**config.mk**
```make
export PLATFORM = sky130hd
export DESIGN_NAME = bresenham_ctrl
export DESIGN_NICKNAME = d
export VERILOG_FILES = /design/src/rtl/bresenham_pkg.sv /design/src/rtl/bresenham_seg_sel.sv /design/src/rtl/bresenham_ctrl.sv
export SDC_FILE = /design/constraint.sdc
export NUM_CORES = 1
export LEC_CHECK = 0
export ABC_AREA = 1
export BUFFER_PORTS_ARGS = -buffer_cell sky130_fd_sc_hd__buf_2
export CORE_MARGIN = 4
export CORE_UTILIZATION = 38
export DETAILED_ROUTE_END_ITERATION = 10
export PLACE_DENSITY_LB_ADDON = 0.15
export SLEW_MARGIN = 10
export SYNTH_ARGS = -nofsm -noshare
export SYNTH_HDL_FRONTEND = slang
export SYNTH_SLANG_ARGS = --single-unit
```
**constraint.sdc**
```tcl
create_clock -name clk -period 2.1 [get_ports clk]
set_clock_uncertainty 0.2 [all_clocks]
set_input_delay 0.105 -clock clk [delete_from_list [all_inputs] [get_ports clk]]
set_output_delay 0.105 -clock clk [all_outputs]
set_load 0.02 [all_outputs]
```
**src/rtl/bresenham_pkg.sv**
```systemverilog
// Shared types and constants for the Bresenham sequencing controller.
// The triangle path is built only when BRESENHAM_CTRL_TRIANGLE_EN is defined.
package bresenham_pkg;

  // Width of one x or y coordinate.
  localparam int unsigned COORD_W = 8;

  // Packed vertex bus {xA,yA,xB,yB,xC,yC}, MSB first.
  localparam int unsigned COORDS_W = 6 * COORD_W;

  // LSB offsets of each {x,y} vertex pair within the packed bus.
  localparam int unsigned VA_LSB = 4 * COORD_W;
  localparam int unsigned VB_LSB = 2 * COORD_W;
  localparam int unsigned VC_LSB = 0;

  typedef struct packed {
    logic [COORD_W-1:0] x;
    logic [COORD_W-1:0] y;
  } vertex_t;

  // Explicit encodings keep the shared states stable across both builds.
  typedef enum logic [2:0] {
    StIdle  = 3'd0,
    StDraw2 = 3'd1,
`ifdef BRESENHAM_CTRL_TRIANGLE_EN
    StTriAb = 3'd2,
    StTriBc = 3'd3,
    StTriCa = 3'd4,
`endif
    StGap   = 3'd5,
    StDone  = 3'd6
  } state_t;

  // A {x,y} slice of the bus maps directly onto the struct layout.
  function automatic vertex_t vertex_from_pair(input logic [2*COORD_W-1:0] pair);
    return vertex_t'(pair);
  endfunction

endpackage

```
**src/rtl/bresenham_seg_sel.sv**
```systemverilog
// Segment selector: maps a controller state and the A/B/C vertices to the
// segment endpoints that state issues. Purely combinational.
// The B->C and C->A edges exist only with BRESENHAM_CTRL_TRIANGLE_EN defined.
module bresenham_seg_sel
  import bresenham_pkg::*;
(
  input  state_t  state_i,
  input  vertex_t vtx_a_i,
  input  vertex_t vtx_b_i,
`ifdef BRESENHAM_CTRL_TRIANGLE_EN
  input  vertex_t vtx_c_i,
`endif
  output logic    draw_o,
  output vertex_t p0_o,
  output vertex_t p1_o
);

  // Decode draw states into their start/end vertices; non-draw states flag draw_o low.
  always_comb begin
    draw_o = 1'b1;
    p0_o   = vtx_a_i;
    p1_o   = vtx_b_i;
    unique case (state_i)
      StDraw2: begin
        p0_o = vtx_a_i;
        p1_o = vtx_b_i;
      end
`ifdef BRESENHAM_CTRL_TRIANGLE_EN
      StTriAb: begin
        p0_o = vtx_a_i;
        p1_o = vtx_b_i;
      end
      StTriBc: begin
        p0_o = vtx_b_i;
        p1_o = vtx_c_i;
      end
      StTriCa: begin
        p0_o = vtx_c_i;
        p1_o = vtx_a_i;
      end
`endif
      default: draw_o = 1'b0;
    endcase
  end

endmodule

```
**src/rtl/bresenham_ctrl.sv**
```systemverilog
// Bresenham sequencing controller: latches a vertex list on bla_en, issues
// one line segment at a time to the line drawer, waits for draw_done between
// segments and pulses bla_done when the primitive is finished.
// Triangle support is compiled in only when BRESENHAM_CTRL_TRIANGLE_EN is
// defined; otherwise every request draws the single A->B segment.
module bresenham_ctrl
  import bresenham_pkg::*;
(
  input  logic                clk,
  input  logic                n_rst,
  input  logic                bla_en,
  input  logic                vertice_num,
  input  logic [COORDS_W-1:0] coordinates,
  input  logic                draw_done,
  output logic [COORD_W-1:0]  x0,
  output logic [COORD_W-1:0]  y0,
  output logic [COORD_W-1:0]  x1,
  output logic [COORD_W-1:0]  y1,
  output logic                draw_en,
  output logic                bla_done
);

  state_t state_q, state_d;
  // State entered when the current GAP cycle ends.
  state_t ret_q, ret_d;

  vertex_t vtx_a_q, vtx_a_d;
  vertex_t vtx_b_q, vtx_b_d;
`ifdef BRESENHAM_CTRL_TRIANGLE_EN
  vertex_t vtx_c_q, vtx_c_d;
`else
  // Inputs that only the triangle path consumes.
  logic unused_tri_inputs;
  assign unused_tri_inputs = vertice_num ^ (^coordinates[VC_LSB +: 2*COORD_W]);
`endif

  logic [COORD_W-1:0] x0_q, x0_d;
  logic [COORD_W-1:0] y0_q, y0_d;
  logic [COORD_W-1:0] x1_q, x1_d;
  logic [COORD_W-1:0] y1_q, y1_d;
  logic               draw_en_q, draw_en_d;
  logic               bla_done_q, bla_done_d;

  logic    start;
  logic    seg_draw;
  vertex_t seg_p0;
  vertex_t seg_p1;

  assign start = (state_q == StIdle) && bla_en;

  // Next-state: advance through segments, detouring via GAP after each draw_done.
  always_comb begin
    state_d = state_q;
    ret_d   = ret_q;
    unique case (state_q)
      StIdle: begin
        if (bla_en) begin
`ifdef BRESENHAM_CTRL_TRIANGLE_EN
          state_d = vertice_num ? StTriAb : StDraw2;
`else
          state_d = StDraw2;
`endif
        end
      end
      StDraw2: begin
        if (draw_done) begin
          state_d = StGap;
          ret_d   = StDone;
        end
      end
`ifdef BRESENHAM_CTRL_TRIANGLE_EN
      StTriAb: begin
        if (draw_done) begin
          state_d = StGap;
          ret_d   = StTriBc;
        end
      end
      StTriBc: begin
        if (draw_done) begin
          state_d = StGap;
          ret_d   = StTriCa;
        end
      end
      StTriCa: begin
        if (draw_done) begin
          state_d = StGap;
          ret_d   = StDone;
        end
      end
`endif
      StGap:   state_d = ret_q;
      StDone:  state_d = StIdle;
      default: state_d = StIdle;
    endcase
  end

  // Vertex capture: load from the bus only on an accepted request.
  always_comb begin
    vtx_a_d = vtx_a_q;
    vtx_b_d = vtx_b_q;
`ifdef BRESENHAM_CTRL_TRIANGLE_EN
    vtx_c_d = vtx_c_q;
`endif
    if (start) begin
      vtx_a_d = vertex_from_pair(coordinates[VA_LSB +: 2*COORD_W]);
      vtx_b_d = vertex_from_pair(coordinates[VB_LSB +: 2*COORD_W]);
`ifdef BRESENHAM_CTRL_TRIANGLE_EN
      vtx_c_d = vertex_from_pair(coordinates[VC_LSB +: 2*COORD_W]);
`endif
    end
  end

  // Segment for the state being entered; the vertices fed in are the
  // post-latch values so the first segment is valid right after bla_en.
  bresenham_seg_sel u_seg_sel (
    .state_i (state_d),
    .vtx_a_i (vtx_a_d),
    .vtx_b_i (vtx_b_d),
`ifdef BRESENHAM_CTRL_TRIANGLE_EN
    .vtx_c_i (vtx_c_d),
`endif
    .draw_o  (seg_draw),
    .p0_o    (seg_p0),
    .p1_o    (seg_p1)
  );

  // Output next-state: endpoints load on draw states and hold otherwise.
  always_comb begin
    x0_d       = x0_q;
    y0_d       = y0_q;
    x1_d       = x1_q;
    y1_d       = y1_q;
    draw_en_d  = seg_draw;
    bla_done_d = (state_d == StDone);
    if (seg_draw) begin
      x0_d = seg_p0.x;
      y0_d = seg_p0.y;
      x1_d = seg_p1.x;
      y1_d = seg_p1.y;
    end
  end

  // State, vertex and output registers; reset aborts any primitive at once.
  always_ff @(posedge clk or posedge n_rst) begin
    if (n_rst) begin
      state_q    <= StIdle;
      ret_q      <= StDone;
      vtx_a_q    <= '0;
      vtx_b_q    <= '0;
`ifdef BRESENHAM_CTRL_TRIANGLE_EN
      vtx_c_q    <= '0;
`endif
      x0_q       <= '0;
      y0_q       <= '0;
      x1_q       <= '0;
      y1_q       <= '0;
      draw_en_q  <= 1'b0;
      bla_done_q <= 1'b0;
    end else begin
      state_q    <= state_d;
      ret_q      <= ret_d;
      vtx_a_q    <= vtx_a_d;
      vtx_b_q    <= vtx_b_d;
`ifdef BRESENHAM_CTRL_TRIANGLE_EN
      vtx_c_q    <= vtx_c_d;
`endif
      x0_q       <= x0_d;
      y0_q       <= y0_d;
      x1_q       <= x1_d;
      y1_q       <= y1_d;
      draw_en_q  <= draw_en_d;
      bla_done_q <= bla_done_d;
    end
  end

  assign x0       = x0_q;
  assign y0       = y0_q;
  assign x1       = x1_q;
  assign y1       = y1_q;
  assign draw_en  = draw_en_q;
  assign bla_done = bla_done_q;

endmodule

```
# [Word level (Yosys, flattened, before mapping)]
# Index checks and enable logic that the tools add are counted.
[classes] n_eq_ne=4 n_reduce_logical=2 mux=6
[ops] op="16-bit 2-to-1 mux" n=2
[ops] op="3-bit case mux with 3 select lines" n=1
[ops] op="3-bit by 1-bit equality test with 1-bit output, second input constant" n=2
[ops] op="3-bit equality test, second input constant" n=2
[ops] op="3-bit 2-to-1 mux" n=2
[ops] op="3-bit zero test" n=1
[ops] op="1-bit logical AND" n=1
[ops] op="1-bit 2-to-1 mux" n=1
[word_totals] reg_bits=69 output_inout_bits=34 word_cells=23

# [Depth between registers and ports, before layout]
# Gate-level depths: netlist (run 1).
[depth] depth_word=4 depth_mapped=8

# [Cells and area by module]
# A second synthesis (run 1) with hierarchy kept.
[hier_totals] hier_cells=325 area_unflattened_um2=2994.1
[modules_own_cells] mod="bresenham_ctrl" area_each_um2=2740.1 n_inst=1 cells_per_inst=290
[modules_own_cells] mod="bresenham_seg_sel" area_each_um2=254.0 n_inst=1 cells_per_inst=35

# [Least setup slack after synthesis (run 1)]
# Ideal clock, no wire load.
[synth_path] path_type="reg-to-reg" start="reg state_q[2]" end="reg y0_q[4], in the netlist y0[4]" t_arrival_ns=1.072 stages_incl_launch_ff=8 n_path_buf=1 slack_ns=0.712 required_ns=1.783 synth_period_minus_slack_ns=1.388 cell_sequence="dfrtp_1 -> nor2_2 -> nand2_1 -> buf_6 -> nand2_1 -> nand2_1 -> nand2_1 -> nand2_1"
[synth_rtl] element="from (decl)" line_no="bresenham_ctrl.sv:23" text="state_t state_q, state_d;"
[synth_rtl] element="from (signal assigned)" line_no="bresenham_ctrl.sv:146" text="state_q <= StIdle;"
[synth_rtl] element="from (signal assigned)" line_no="bresenham_ctrl.sv:160" text="state_q <= state_d;"
[synth_rtl] element="to (signal assigned)" line_no="bresenham_ctrl.sv:168" text="y0_q <= y0_d;"
[synth_rtl] element="to (decl)" line_no="bresenham_ctrl.sv:38" text="logic [COORD_W-1:0] y0_q, y0_d;"

# [Worst setup path after layout (run 1)]
[layout_path] start="reg state_q[0]" end="reg x1_q[0], in the netlist x1[0]"
[layout_via] elab_chain_len=4 elab_cells_between_ends=10 classes_between="eq/ne (3); mux (5); reduce/logical (2)"
[layout_rtl] element="3-bit equality test (tied with other cells)" line_no="bresenham_ctrl.sv:55" text="unique case (state_q)"
[layout_rtl] element="3-bit case mux with 3 select lines (*)" line_no="bresenham_ctrl.sv:55"
[layout_rtl] element="net state_d[0]" line_no="bresenham_ctrl.sv:23"
[layout_rtl] element="3-bit by 1-bit equality test with 1-bit output (*)" line_no="bresenham_seg_sel.sv:23" text="unique case (state_i)"
[layout_rtl] element="1-bit 2-to-1 mux (*)" line_no="bresenham_seg_sel.sv:23"
[layout_rtl] element="to (signal assigned)" line_no="bresenham_ctrl.sv:155" text="x1_q <= '0;"
[layout_rtl] element="to (signal assigned)" line_no="bresenham_ctrl.sv:169" text="x1_q <= x1_d;"
[layout_rtl] element="to (decl)" line_no="bresenham_ctrl.sv:39" text="logic [COORD_W-1:0] x1_q, x1_d;"
# Mark *: on every way through the listed nets, which the timed path passes. The rest lies on a longest branch.
# A chain may end at the register's enable or synchronous reset.

==> results of run 1 <==
-- cells in the final DEF, fill, tap and decap left out --
master,count
nand2_1,163
dfrtp_1,69
buf_2,69
dlygate4sd3_1,35
nand3_1,33
clkbuf_8,11
buf_4,10
inv_1,5
nor2_4,2
nor2_2,2
nand3_2,2
bufinv_16,2
clkinv_2,2
o21ai_1,1
nor2_1,1
inv_2,1
clkbuf_1,1
buf_12,1
-- worst max-delay path, delay by kind of cell (launching register included) --
family	cells	cell delay (ns)
flops	1	0.47
simple gates	5	0.57
buf+inv	1	0.31
-- through the flow --
stage,setup slack (ns),total power (uW),instance area (sq um)
6_report,0.451,5780,3730
2_1_floorplan,0.0551,3990,2720
3_3_place_gp,0.457,4550,3150
3_5_place_dp,0.438,4590,3150
4_1_cts,0.425,5870,3730
5_1_grt,0.266,6260,3730
-- area by class of cell --
type	instances	area, sq um	share of cell area (%)
Clock inverter	4	70.1	1.88
Inverter	6	22.5	0.604
Timing Repair Buffer	115	791	21.2
Sequential cell	69	1730	46.3
Tap cell	96	120	3.22
Multi-Input combinational cell	204	841	22.6
Clock buffer	12	155	4.16
-- flip-flops by register name, indices dropped and copies added (netlist names) --
signal    cells
vtx_a_q      16
vtx_b_q      16
x0            8
x1            8
y0            8
y1            8
state_q       3
bla_done      1
draw_en       1
-- path summary, 6_finish.rpt --
path                                       start                    end  slack [ns]  cells after the start
hold reg to reg            vtx_a_q[15]$_DFF_PP0_  vtx_a_q[15]$_DFF_PP0_        0.27                      2
setup reg to reg            state_q[0]$_DFF_PP0_      x1[0]$_DFFE_PP0N_        0.45                      6
min in group clk           vtx_a_q[15]$_DFF_PP0_  vtx_a_q[15]$_DFF_PP0_        0.27                      2
setup / recovery            state_q[0]$_DFF_PP0_      x1[0]$_DFFE_PP0N_        0.45                      6
max in group asynchronous                  n_rst      x0[3]$_DFFE_PP0N_        0.90                      4
hold / removal                             n_rst      x1[1]$_DFFE_PP0N_        0.14                      3
-- power groups by stage --
stage	Clock (uW)	Sequential, uW	Combinational [uW]
final	1200	2180	2400
after global routing	1280	2250	2730
after CTS	1240	2190	2440
after detailed placement	0	2200	2390
after global placement	0	2200	2350
after floorplan	0	2530	1460
-- cell families (layout without fill, tap and decap cells) --
logic type             count (synthesis)  after routing  share of synthesized area, %
AND/OR/NAND/NOR                      203            203                          30.7
flip-flops                            69             69                          63.4
buffers and inverters                 21            137                          5.66
AO/OA/AOI/OAI                          1              1                         0.184
-- layer usage --
layer | vias up | part of all wire, % | global-route usage [%]
met3 | 5 | 5.7 | 3.09
met5 | - | 0 | 0
met4 | 0 | 0.84 | 6.96
met2 | 59 | 46 | 24.5
li1 | 1135 | - | -
met1 | 1046 | 47 | 20.1
-- what timing repair did --
item,CTS,global route
buffers inserted,0,0
endpoints found under the hold margin,114,0
hold buffers,35,0
==> key figures, run 1 <==
Outcome
  • Run status: complete, no violations

Power and ir drop
  • Int Pwr: 3460 uW
  • Logic pwr share: 41.5%
  • Worst VDD drop: between 0.6 and 0.7 mV
  • Lkg Pwr: approximately 0.0021 uW
  • Switching share of power: about two fifths
  • Pwr per Cell Area: 1550 mW/mm^2
  • Clock network fraction of total power: 20.7%
  • Sw Pwr: roughly 2300 uW
  • Sequential power share: a little under two fifths

CTS
  • Root Driver: clkbuf_8
  • TritonCTS buffer count: 9
  • CTS tree: yes
  • H-tree depth: 3
  • Post-cts sizing count: 0
  • CTS sink cnt: 69
  • Clock transition at path regs: 0.07 ns
  • Clock Path Buffers: 2
  • Clk_lat worst skew: 0.32 ns

Critical path
  • Max FO, Critical Path: 24
  • CP Launch Type: register
  • Crit path cell chain: nor2_1, nor2_2, nand3_2, buf_4, nand2_1, nand2_1
  • WP data required: 2.12 ns
  • Slowest stage delay, CP: around 0.47 ns
  • CP Class: register to register
  • Crit end category: register
  • WP data arrival: ~1.7 ns
  • Cell mode on critical path: nand2_1
  • Slowest CP cell: dfrtp_1

Yosys
  • Post-synth EDFFs: 0
  • Ys Warns: 0
  • Synthesized area per cell: 9.26 sq um
  • Cells after Synth: 294
  • Yosys reg bits: 69
  • Area share of the largest cell type after synthesis: 63.4%
  • Synth cell count leaders: nand2_1 (163), dfrtp_1 (69), nand3_1 (33)
  • Main area contributors after synthesis: dfrtp_1 (63%), nand2_1 (22%), nand3_1 (6.1%), buf_6 (3.7%), buf_2 (1.1%)
  • Yosys top cell by area: dfrtp_1
  • Syn Nets: 347
  • Cell Area, Synth: around 0.0027 sq mm
  • Count of cell types in the netlist: 11
  • Register area share after synthesis: approximately 63%
  • Count leader, synth: nand2_1
  • Ys flop type: dfrtp_1
  • Asr flop ratio synth: 100%

STA
  • Final Hold Fails: 0
  • Tightest Pin Transition: 0.491 ns
  • Setup_tns: 0 ns
  • Slew Limit Headroom: 67.2%
  • RSZ-0062 raised after global routing: no
  • Fin Hold WS: 0.139 ns
  • FMAX: around 0.6 GHz
  • Pins over their slew limit: 0
  • Setup Viol. Count Final: 0
  • Tcrit/Tclk final: 78.5%
  • Min Clock Period, post-route: 1.65 ns

Floorplan
  • Die Y: 92.6 microns
  • Number of core rows: 30
  • IO Pins: 87
  • Initial Util: 39.6%
  • Die area: 0.00858 sq mm
  • Die W: 92.6 microns
  • Placeable Area: 0.00687 sq mm

Drt
  • Via density per instance: 4.44
  • Initial DRC count: 72
  • DRC viols: 0
  • Post-route ant nets: 0
  • First drt pass iteration count: 5
  • Vias: around 2,200
  • Detailed Route WL: 6090 microns
  • Wirelength per Cell: ~12 microns

Cells and area
  • Layout Cells excl Fill: 506
  • Area growth syn-to-layout: 36.9%
  • Antenna fix cells: 0
  • Layout Utilization: 54.2%
  • Layout cells sized above 1: 24.9%
  • # nets final: 458
  • Fillers: around 660

Global route
  • Overall routing resource usage: 15.3%
  • Largest net degree at the start of global routing: 29
  • Vias in the first global route: 2,292
  • Antenna violations before repair: 0
  • First-pass GRT wire length: ~10,000 microns
  • Congestion Overflow GR: 0

Placement
  • Detailed-placement wirelength estimate: 3900 microns
  • Port Buffers: approximately 70
  • Final GP Congestion: 0.737
  • Placed insts: 455

Hold path
  • Class of the worst hold path: primary input to asynchronous set/reset pin

Job
  • Maxcap violations: 0
Power figures use the tool's default switching activity.
==> run 2, diff against run 1 <==
clock period = 1.4 ns   (was 2.1 ns; I/O delays follow)
==> run 2 against run 1 <==
Net effect: the flow now finishes with violations (negative setup slack); critical path depth grew 1; combinational power up 81%; largest cell class unchanged; design area up 4.5%; sequential share of layout area decreased by 2.0 points; first-iteration DRC count fell by 6.9%; global-route usage up 1.1 points; maximum frequency grew 13%.
==> key figures, run 2 (synthesis gave the netlist of run 1 again) <==
Outcome
  • Run status: complete, but fails checks
  • Failing checks: negative setup slack

STA
  • Setup_tns: -1.05 ns
  • Tightest Pin Transition: 0.366 ns
  • Tcrit/Tclk final: 104%
  • Slew Limit Headroom: 75.6%
  • Min Clock Period, post-route: roughly 1.5 ns
  • Final Hold Fails: 0
  • Setup Viol. Count Final: 32
  • RSZ-0062 raised after global routing: yes
  • FMAX: 0.687 GHz
  • Final setup margin: -0.0562 ns
  • Pins over their slew limit: 0

Job
  • Maxcap violations: 0

Global route
  • Grt met2 use: 26.2%
  • Grt met1 use: a little over a fifth
  • Overall routing resource usage: 16.4%
  • Largest net degree at the start of global routing: 70
  • Antenna violations before repair: 0
  • Vias in the first global route: 2,327
  • Met3 Use GR: 4.22%
  • Most Used Layer, Global Route: met2
  • Congestion Overflow GR: 0
  • First-pass GRT wire length: 11,000 microns

CTS
  • Root Driver: clkbuf_8
  • Clock transition at path regs: 0.07 ns
  • CTS sink cnt: slightly below 70
  • Clk_lat worst skew: 0.33 ns
  • H-tree depth: 3
  • CTS tree: yes
  • TritonCTS buffer count: 9
  • Clock Path Buffers: 2

Cells and area
  • Layout Cells excl Fill: 515
  • Layout cells sized above 1: 30.1%
  • Most frequent cells in the layout: nand2_1 (151), buf_2 (69), dfrtp_1 (68)
  • Top flop regs: vtx_a_q: 16 flops, vtx_b_q: 16 flops
  • Most common cell after layout, fill and taps aside: nand2_1
  • # nets final: 467
  • Antenna fix cells: 0
  • Area growth syn-to-layout: 43.1%
  • Layout Utilization: 56.7%
  • Post-route cell area: just under 0.004 sq mm

Floorplan
  • IO Pins: 87
  • Placeable Area: ~0.0069 sq mm
  • Die W: 92.6 microns
  • Die Y: 92.6 microns
  • Number of core rows: 30
  • Die area: about 0.0086 sq mm
  • Initial Util: 39.6%

Critical path
  • Setup crit start: state_q[0]$_DFF_PP0_
  • CP Launch Type: register
  • CP Class: register to register
  • R2r startpoint: state_q[0]$_DFF_PP0_
  • Slowest stage delay, CP: 0.46 ns
  • WP data required: around 1.5 ns
  • WP data arrival: 1.53 ns
  • Max FO, Critical Path: 9
  • Crit path cell chain: nand3_2, nand2_2, nor2_4, buf_12, buf_12, nand2_1, nand2_1
  • Slowest CP cell: dfrtp_2
  • Crit end category: register

Drt
  • Initial DRC count: 67
  • Vias: 2,272
  • Via density per instance: 4.41
  • DRC viols: 0
  • Wirelength per Cell: 12.6 microns
  • Detailed Route WL: ~6500 microns
  • First drt pass iteration count: 4
  • Post-route ant nets: 0

Power and ir drop
  • Pwr per Cell Area: 2370 mW/mm^2
  • Worst VDD drop: around 1.2 mV
  • Lkg Pwr: 0.00215 uW

Placement
  • Detailed-placement wirelength estimate: between 3000 and 4000 microns
  • Dpl ws: -0.0534 ns
  • Port Buffers: 69
  • Placed insts: 460
  • Placed cell area: 0.00323 sq mm
  • Final GP Congestion: 0.702

Hold path
  • Class of the worst hold path: primary input to asynchronous set/reset pin
==> run 2: cell types whose count changed in the layout (fill, tap and decap cells not counted), sizes merged <==
cell / before / now
buf: 80 / 89
bufinv: 2 / 1
clkinvlp: 0 / 2
inv: 6 / 5
==> run 2: worst max-delay path, delay by kind of cell, from the launching register on <==
kind                   cells  cell delay (ns)
buffers and inverters      2             0.25
DFF                        1             0.46
and+or+nand+nor            5             0.48
==> run 2: path summary, 6_finish.rpt <==
check	end	slack [ns]	depth (start not counted)
worst max-delay path	x0[4]$_DFFE_PP0N_	-0.06	7
worst min-delay path	y0[4]$_DFFE_PP0N_	0.18	4
min in group clk	vtx_a_q[1]$_DFF_PP0_	0.27	2
worst max register to register	x0[4]$_DFFE_PP0N_	-0.06	7
max in group asynchronous	state_q[0]$_DFF_PP0_	0.53	4
worst min register to register	vtx_a_q[1]$_DFF_PP0_	0.27	2
==> run 2: area by class of cell <==
| type | instances | area, sq um |
|---|---|---|
| clock buffer | 12 | 145 |
| tap | 96 | 120 |
| multi-input combinational | 204 | 885 |
| sequential | 69 | 1730 |
| inverter | 6 | 26.3 |
| clock inverter | 4 | 47.5 |
| fill | 636 | 2970 |
| timing repair buffer | 124 | 943 |
==> run 2: per-stage QoR <==
stage / hold WS, ns / power [uW]
3_3_place_gp: 0.00361 / 7140
2_1_floorplan: 0.0331 / 5980
4_1_cts: 0.182 / 9380
5_1_grt: 0.213 / 9970
3_5_place_dp: 0.00378 / 7200
6_report: 0.179 / 9240
==> run 2: what timing repair did <==
action | CTS | global route
hold buffers | 35 | 0
endpoints found under the setup margin | 32 | 55
pin swaps | 3 | 3
setup buffers | 4 | 0
resized for setup | 13 | 11
gates cloned | 1 | 0
endpoints found under the hold margin | 135 | 0
==> run 2: routing by layer <==
metal  share of wire [%]  vias up
met1                  48     1070
met5                   0        -
met3                 4.3        5
met4                0.85        0
li1                    -     1150
met2                  47       47
==> run 2: report_power, final <==
group,internal [uW],switching (uW)
Sequential,2920,378
Clock,867,729
Combinational,1720,2630
Total,5500,3740
==> run 3, diff against run 2 <==
PLACE_DENSITY = 0.7   (was unset)
PLACE_DENSITY_LB_ADDON = unset   (was 0.15)
REMOVE_ABC_BUFFERS = 1   (was unset)
==> run 3 against run 2 <==
Net effect: the flow still finishes with violations (negative setup slack); sequential power is 3% higher; worst setup slack got worse by 0.027 ns; sequential share of layout area decreased by 1.9 points; global-route usage shrank 0.24 points; utilization rose by 2.6 points; maximum frequency fell by 1.8%.
==> key figures, run 3 (synthesis gave the netlist of run 1 again) <==
CTS
  • Clock transition at path regs: 0.07 ns
  • CTS tree: yes
  • H-tree depth: 3
  • CTS sink cnt: between 60 and 70
  • Clk_lat worst skew: 0.33 ns
  • Root Driver: clkbuf_8
  • TritonCTS buffer count: 9
  • Clock Path Buffers: 2

Drt
  • First drt pass iteration count: 4
  • Vias: 2,308
  • Via density per instance: 4.50
  • Wirelength per Cell: 13.4 microns
  • Initial DRC count: 106
  • Detailed Route WL: just under 7000 microns
  • Post-route ant nets: 0
  • DRC viols: 0

STA
  • Tightest Pin Transition: between 0.3 and 0.4 ns
  • Final setup margin: -0.0835 ns
  • FMAX: 0.674 GHz
  • RSZ-0062 raised after global routing: yes
  • Tcrit/Tclk final: 106%
  • Min Clock Period, post-route: 1.48 ns
  • Setup Viol. Count Final: 32
  • Final Hold Fails: 0
  • Slew Limit Headroom: 76.1%
  • Pins over their slew limit: 0

Global route
  • First-pass GRT wire length: 11,000 microns
  • Antenna violations before repair: 0
  • Largest net degree at the start of global routing: 70
  • Overall routing resource usage: 16.2%
  • Vias in the first global route: 2,413
  • Congestion Overflow GR: 0

Hold path
  • Class of the worst hold path: primary input to asynchronous set/reset pin

Placement
  • Dpl ws: -0.0595 ns
  • Placed insts: around 460
  • Placed cell area: 0.00320 sq mm
  • Port Buffers: 69
  • Detailed-placement wirelength estimate: 4100 microns
  • Final GP Congestion: 0.746

Power and ir drop
  • Power Total: 10,300 uW
  • Worst VDD drop: 0.960 mV
  • Pwr per Cell Area: 2520 mW/mm^2
  • Lkg Pwr: between 0.002 and 0.0025 uW

Critical path
  • Crit end category: register
  • WP data required: 1.42 ns
  • WP data arrival: between 1.5 and 2 ns
  • Cell mode on critical path: nand2_2
  • Slowest stage delay, CP: 0.41 ns
  • Crit path cell chain: inv_1, nand2_2, nor2_4, nand3_4, buf_12, buf_12, nand2_2, nand2_2
  • Crit path max-delay family: flip-flops
  • CP Class: register to register
  • Max FO, Critical Path: 8
  • Buf/Inv on CP: 3
  • CP Launch Type: register
  • Slowest CP cell: dfrtp_1

Cells and area
  • Layout Cells excl Fill: 513
  • Area growth syn-to-layout: 49.6%
  • Top flop regs: vtx_a_q: 16 flops, vtx_b_q: 16 flops
  • Fillers: 606
  • Register Area: 0.00173 sq mm
  • Area occupied by multi-input gates: 0.00100 sq mm
  • Antenna fix cells: 0
  • # nets final: 465
  • Layout cells sized above 1: 34.5%
  • Most common cell after layout, fill and taps aside: nand2_1
  • Post-route cell area: 0.00407 sq mm
  • Most frequent cells in the layout: nand2_1 (129), buf_2 (69), dfrtp_1 (68)

Job
  • Maxcap violations: 0

Floorplan
  • Die W: 92.6 microns
  • Placeable Area: roughly 0.007 sq mm
  • Initial Util: 39.6%
  • Die Y: slightly above 90 microns
  • IO Pins: 87
  • Die area: 0.00858 sq mm
  • Number of core rows: 30

Outcome
  • Run status: complete, but fails checks
  • Failing checks: negative setup slack
==> run 3: layout make-up <==
cell class	instances	share of cell area, %
Sequential cell	69	42.5
Multi-Input combinational cell	204	24.7
Timing Repair Buffer	122	23.5
Clock buffer	12	3.57
Tap cell	96	2.95
Clock inverter	4	2.34
Inverter	6	0.553
==> run 3: metrics by stage <==
step / hold slack [ns] / TNS (ns) / util (%)
4_1_cts: 0.158 / -1.45 / 56.8
3_3_place_gp: -0.0225 / -0.00585 / 46.6
2_1_floorplan: 0.0338 / -102.42 / -
3_5_place_dp: -0.0227 / -1.21 / 46.6
6_report: 0.158 / -1.89 / 59.3
5_1_grt: 0.200 / -4.40 / 59.3
==> run 3: report_power, final <==
group	switching (uW)	internal [uW]
Sequential	473	2920
Combinational	2900	2020
Clock	725	1230
==> run 3: worst register-to-register path, cell delays in order (launching register included) <==
cell and delay (ns):
dfrtp_1 0.41, inv_1 0.08, nand2_2 0.06, nor2_4 0.11, nand3_4 0.09, buf_12 0.15, buf_12 0.15, nand2_2 0.07
nand2_2 0.05
==> run 3: worst paths after layout <==
path	from	endpoint	slack (ns)	cells past startpoint
min in group clk	vtx_b_q[11]$_DFF_PP0_	vtx_b_q[11]$_DFF_PP0_	0.27	2
worst min register to register	vtx_b_q[11]$_DFF_PP0_	vtx_b_q[11]$_DFF_PP0_	0.27	2
worst max register to register	state_q[2]$_DFF_PP0_	x1[1]$_DFFE_PP0N_	-0.08	8
worst max-delay path	state_q[2]$_DFF_PP0_	x1[1]$_DFFE_PP0N_	-0.08	8
max in group asynchronous	n_rst	state_q[0]$_DFF_PP0_	0.56	4
worst min-delay path	n_rst	vtx_a_q[5]$_DFF_PP0_	0.16	4
==> run 3: what timing repair did <==
item / 4_1_cts / 5_1_grt
endpoints found under the setup margin: 32 / 44
setup buffers: 2 / 0
resized for setup: 7 / 45
cloned: 2 / 1
endpoints found under the hold margin: 135 / 0
pin swaps: 0 / 9
hold buffers: 35 / 0
==> run 3: layer usage <==
metal  part of all wire (%)  GRT usage (%)
met1                     44           20.3
met2                     51           27.1
met3                    4.2           3.25
met4                    1.2           7.08
met5                      0              0
